<file path="src/rtl/v6502_pkg.sv">
// Shared 6502 core constants: byte width and maximum instruction length.
package v6502_pkg;
    localparam int MAX_INST_LEN = 3;
    localparam int BYTE_W       = 8;

    typedef logic [1:0] inst_len_t;
endpackage

</file>
<file path="src/rtl/inst_prefetch_queue.sv">
// Circular byte FIFO between fetch and decode with a PEEK-byte head window,
// variable-length retire, flush and illegal-pop reporting.
module inst_prefetch_queue
    import v6502_pkg::*;
#(
    parameter int DATA_W = BYTE_W,
    parameter int DEPTH  = 16,
    parameter int PEEK   = MAX_INST_LEN,
    localparam int PTR_W = $clog2(DEPTH),
    localparam int LEN_W = $clog2(PEEK + 1)
) (
    input  logic                   clk,
    input  logic                   rst,
    input  logic                   push_valid,
    input  logic [DATA_W-1:0]      push_data,
    output logic                   push_ready,
    input  logic                   pop_en,
    input  logic [LEN_W-1:0]       pop_len,
    input  logic                   flush,
    output logic [PEEK*DATA_W-1:0] head_data,
    output logic [LEN_W-1:0]       head_count,
    output logic [PTR_W:0]         count,
    output logic                   empty,
    output logic                   full,
    output logic                   pop_err
);

    logic [DATA_W-1:0] mem [DEPTH];
    logic [PTR_W-1:0]  rd_ptr;
    logic [PTR_W-1:0]  wr_ptr;
    logic [PTR_W:0]    pop_len_ext;
    logic [PTR_W:0]    pop_amt;
    logic              push_fire;
    logic              pop_fire;
    logic              pop_bad;
    logic              len_over_peek;

    assign full          = (count == (PTR_W+1)'(DEPTH));
    assign empty         = (count == '0);
    assign push_ready    = !full && !flush;
    assign pop_len_ext   = (PTR_W+1)'(pop_len);
    assign len_over_peek = (pop_len > LEN_W'(PEEK));

    assign push_fire = push_valid && push_ready && !rst;
    assign pop_fire  = pop_en && (pop_len != '0) && (pop_len_ext <= count)
                       && !len_over_peek && !flush;
    assign pop_bad   = pop_en && ((pop_len_ext > count) || len_over_peek) && !flush;
    assign pop_amt   = pop_fire ? pop_len_ext : '0;

    assign head_count = (count >= (PTR_W+1)'(PEEK)) ? LEN_W'(PEEK) : count[LEN_W-1:0];

    // Pointer, occupancy and error state; flush outranks every other request.
    always_ff @(posedge clk) begin
        if (rst) begin
            rd_ptr  <= '0;
            wr_ptr  <= '0;
            count   <= '0;
            pop_err <= 1'b0;
        end else if (flush) begin
            rd_ptr  <= '0;
            wr_ptr  <= '0;
            count   <= '0;
            pop_err <= 1'b0;
        end else begin
            if (push_fire) begin
                wr_ptr <= wr_ptr + 1'b1;
            end
            if (pop_fire) begin
                rd_ptr <= rd_ptr + PTR_W'(pop_len);
            end
            count   <= count + (PTR_W+1)'(push_fire) - pop_amt;
            pop_err <= pop_bad;
        end
    end

    // Storage is never reset; only accepted pushes write it.
    always_ff @(posedge clk) begin
        if (push_fire) begin
            mem[wr_ptr] <= push_data;
        end
    end

    // Head window lanes wrap across the array end; lanes past occupancy read 0.
    for (genvar i = 0; i < PEEK; i++) begin : g_head
        logic [PTR_W-1:0] lane_addr;
        assign lane_addr = rd_ptr + PTR_W'(i);
        assign head_data[i*DATA_W +: DATA_W] =
            (count > (PTR_W+1)'(i)) ? mem[lane_addr] : '0;
    end

endmodule

</file>
<file path="config.mk">
export PLATFORM = sky130hd
export DESIGN_NAME = inst_prefetch_queue
export DESIGN_NICKNAME = d
export VERILOG_FILES = /design/src/rtl/v6502_pkg.sv /design/src/rtl/inst_prefetch_queue.sv
export SDC_FILE = /design/constraint.sdc
export NUM_CORES = 1
export LEC_CHECK = 0
export CAP_MARGIN = 0
export CORE_MARGIN = 2
export CORE_UTILIZATION = 60
export DETAILED_ROUTE_END_ITERATION = 8
export PLACE_DENSITY = 0.77
export REMOVE_ABC_BUFFERS = 1
export SLEW_MARGIN = 20
export SYNTH_ARGS = -nofsm -noshare
export SYNTH_HDL_FRONTEND = slang
export SYNTH_SLANG_ARGS = --single-unit
</file>
<file path="constraint.sdc">
create_clock -name clk -period 4.1 [get_ports clk]
set_input_delay 0.615 -clock clk [delete_from_list [all_inputs] [get_ports clk]]
set_output_delay 0.615 -clock clk [all_outputs]
set_load 0.1 [all_outputs]
</file>
==> flow_metrics.py <==
metrics = {
    "die": {
        "initial_core_util": 0.614,
        "core_um2": 13200,
        "row_count": 42,
        "ios": 50,
        "dieArea_um2": 14500,
        "fp.dieH_um": 120,
        "die_w_um": 120,
    },
    "power_and_ir_drop": {
        "p_int_mw": 2.88,
        "pwr-share-clk": 0.355,
        "p_sw_frac": 0.316,
        "p_per_area_nw_per_um2": 441,
        "peakVddDrop_v": 0.000507,
        "power_leakage_nw": 2.97,
        "power_frac_comb": 0.256,
        "power.switching_mw": 1.33,
        "total_power_mw": 4.22,
        "power.share.sequential": 0.389,
    },
    "clock_network": {
        "cts_tree": "built",
        "root_buffer": "clkbuf_16",
        "post_cts_buffers": 0,
        "h-tree-depth": 4,
        "path_clk_slew_ns": 0.06,
        "clockBufferDepth": 2,
        "numCtsBuffers": 17,
        "cts_hold_buf": 0,
        "post_cts_resize_count": 0,
        "clkLatencyLatePin_ns": 0.41,
        "clkSinkCount": 146,
    },
    "worst_setup_path": {
        "path_delay_family": "compound AO/OA/AOI/OAI gates",
        "end_kind": "output port",
        "crit_arrival_ns": 2.90,
        "path_buf_inv": 2,
        "crit_fanout": 8,
        "critPathRequiredTime_ns": 3.48,
        "crit_path_top_delay_cell": "nand3b_1",
        "start_kind": "flop",
        "critPathKind": "flop to output port",
        "slowest_delay_ns": 0.50,
        "crit_chain": "inv_1 > ha_1 > and3b_1 > o21ai_1 > nand3b_1 > o22ai_1 > buf_12",
    },
    "grt": {
        "track_usage": 0.296,
        "grt_overflow": 0,
        "grt.met1_usage": 0.383,
        "grt_pass1_wl_mm": 30.8,
        "top_usage_layer": "met2",
        "grt_util_met3": 0.0632,
        "antenna_found_initial": 0,
        "grt_use_met2": 0.493,
        "grt_pass1_vias": 5362,
        "grt_max_degree": 68,
    },
    "route": {
        "drt_wl_total_mm": 20.3,
        "antenna_left": 0,
        "drt_pre_antenna_iters": 6,
        "viasPerCell": 7.10,
        "drc": 0,
        "routedWlPerCell_um": 27.9,
        "vias": 5171,
        "drtIter0Drc": 555,
    },
    "yosys": {
        "ys_types": 49,
        "synth_cells": 481,
        "synthFlopType": "edfxtp_1",
        "synth_warnings": 0,
        "syn_avg_cell_area_um2": 16.9,
        "ys_seq_elements": 146,
        "synth_area_um2": 8140,
        "synth-edff-count": 128,
        "synth_top_cell_by_area": "edfxtp_1",
        "synthTopCellsByArea": "edfxtp_1, mux4_2, mux2i_1",
        "async_reset_ff_frac": 0,
        "ys_seq_area_frac": 0.517,
        "synth_top_cell_area_share": 0.472,
    },
    "timing": {
        "period_share": 0.858,
        "hold_violations": 0,
        "drv_slew": 0,
        "setup_ws_ns": 0.581,
        "period_needed_ns": 3.52,
        "fin_worst_skew_ns": 0.00727,
        "rsz0062_at_grt": "false",
        "tightest_slew_ns": 1.17,
        "setup_violations": 0,
        "holdWs_ns": 0.533,
        "slew_headroom": 0.220,
        "fmax_mhz": 284,
    },
    "job": {
        "drv_cap": 0,
    },
    "layout": {
        "multiInputGateArea_um2": 3660,
        "antenna_cells": 0,
        "n_fill_cell": 869,
        "drive_gt1_frac": 0.330,
        "register_area_um2": 4210,
        "fin_nets": 576,
        "finalNonFillerCells": 728,
        "syn_to_final_growth_pct": 17.5,
    },
    "place": {
        "gp_congestion": 0.819,
        "portBuffers": 49,
        "place_inst": 697,
        "dp_slack_ns": 0.570,
        "dp_hpwl_mm": 12.9,
    },
    "outcome": {
        "status": "finished, final reports clean",
    },
    "worst_hold_path": {
        "min-delay-path-class": "flop to flop",
    },
}
-- Yosys cell counts, drive strengths merged (2+ instances only) --
cell type	number
edfxtp	128
mux4	96
mux2i	49
buf	26
o22ai	24
nor2	21
ha	19
dfxtp	18
inv	16
nand2	11
clkbuf	8
a21oi	7
nor3	7
nand2b	6
xnor2	6
nand3	4
and2	3
o21ai	3
xor2	3
fa	2
nor3b	2
or2	2
-- tightest hold or removal path, stage by stage, from the launching register on --
cell     delay [ns]
dfxtp_1        0.35
nand2_1        0.08
a21oi_1        0.06
-- layout by cell type, fill, tap and decap left out, types with 2 or more instances in the layout --
master           instances
or2_2                    2
nor3b_1                  2
nand2_1                 11
buf_4                   33
nor2_1                  21
nand3_1                  3
o21ai_0                  2
bufinv_16                3
mux4_2                  96
and2_1                   3
xor2_1                   2
nor3_1                   6
buf_12                  18
nand2b_1                 6
xnor2_1                  6
mux2i_1                 49
inv_1                   16
edfxtp_1               128
dfxtp_1                 16
ha_1                    18
fa_1                     2
clkdlybuf4s50_1         23
clkinv_2                 3
clkbuf_16               17
clkinvlp_4               2
clkinv_1                 4
o22ai_1                 24
a21oi_1                  7
-- flip-flops by register name (all words and copies together), names as in the netlist, named ones only --
register and count:
count 5, mem 128, pop_err 1, rd_ptr 4, wr_ptr 4
-- kinds of logic after synthesis --
group | synth area share
xor+xnor | 0.0120
fa+ha+maj | 0.0341
flops | 0.517
compound gates | 0.0349
buf+inv | 0.0337
mux | 0.326
simple gates | 0.0426
-- cell type report --
class | count | share of cell area
sequential | 146 | 0.440
multi-input combinational | 285 | 0.383
timing repair buffer | 74 | 0.0877
clock buffer | 18 | 0.0449
tap | 176 | 0.0230
clock inverter | 13 | 0.0150
inverter | 16 | 0.00628
-- metal layers --
metal	up-vias	wire length [um]
met5	-	0
met4	0	706
met3	59	2050
met2	373	10300
met1	2620	7250
li1	2119	-
-- stage by stage --
stage	instance area, um2	setup TNS [ns]	utilization
finish	9560	0	0.722
global route	9560	0	0.722
CTS	9560	0	0.722
detailed placement	8990	0	0.679
global placement	8990	0	0.679
floorplan	7920	-34.35	-
-- power by group through the flow --
| stage | clock network, mW | logic (mW) | registers [mW] |
|---|---|---|---|
| 2_1_floorplan | 0 | 0.688 | 1.72 |
| 3_3_place_gp | 0 | 1.07 | 1.67 |
| 3_5_place_dp | 0 | 1.08 | 1.67 |
| 4_1_cts | 1.51 | 1.08 | 1.64 |
| 5_1_grt | 1.56 | 1.11 | 1.64 |
| 6_report | 1.50 | 1.08 | 1.64 |
-- final timing paths --
kind	start	end	slack, ns	cells after the start
worst min register to register	wr_ptr[1]	wr_ptr[1]	0.53	2
worst max register to register	count[2]	count[4]	1.10	14
worst max-delay path	count[2]	head_data[10]	0.58	7
worst min-delay path	wr_ptr[1]	wr_ptr[1]	0.53	2
Note: power is estimated with default switching activity, not from simulation.
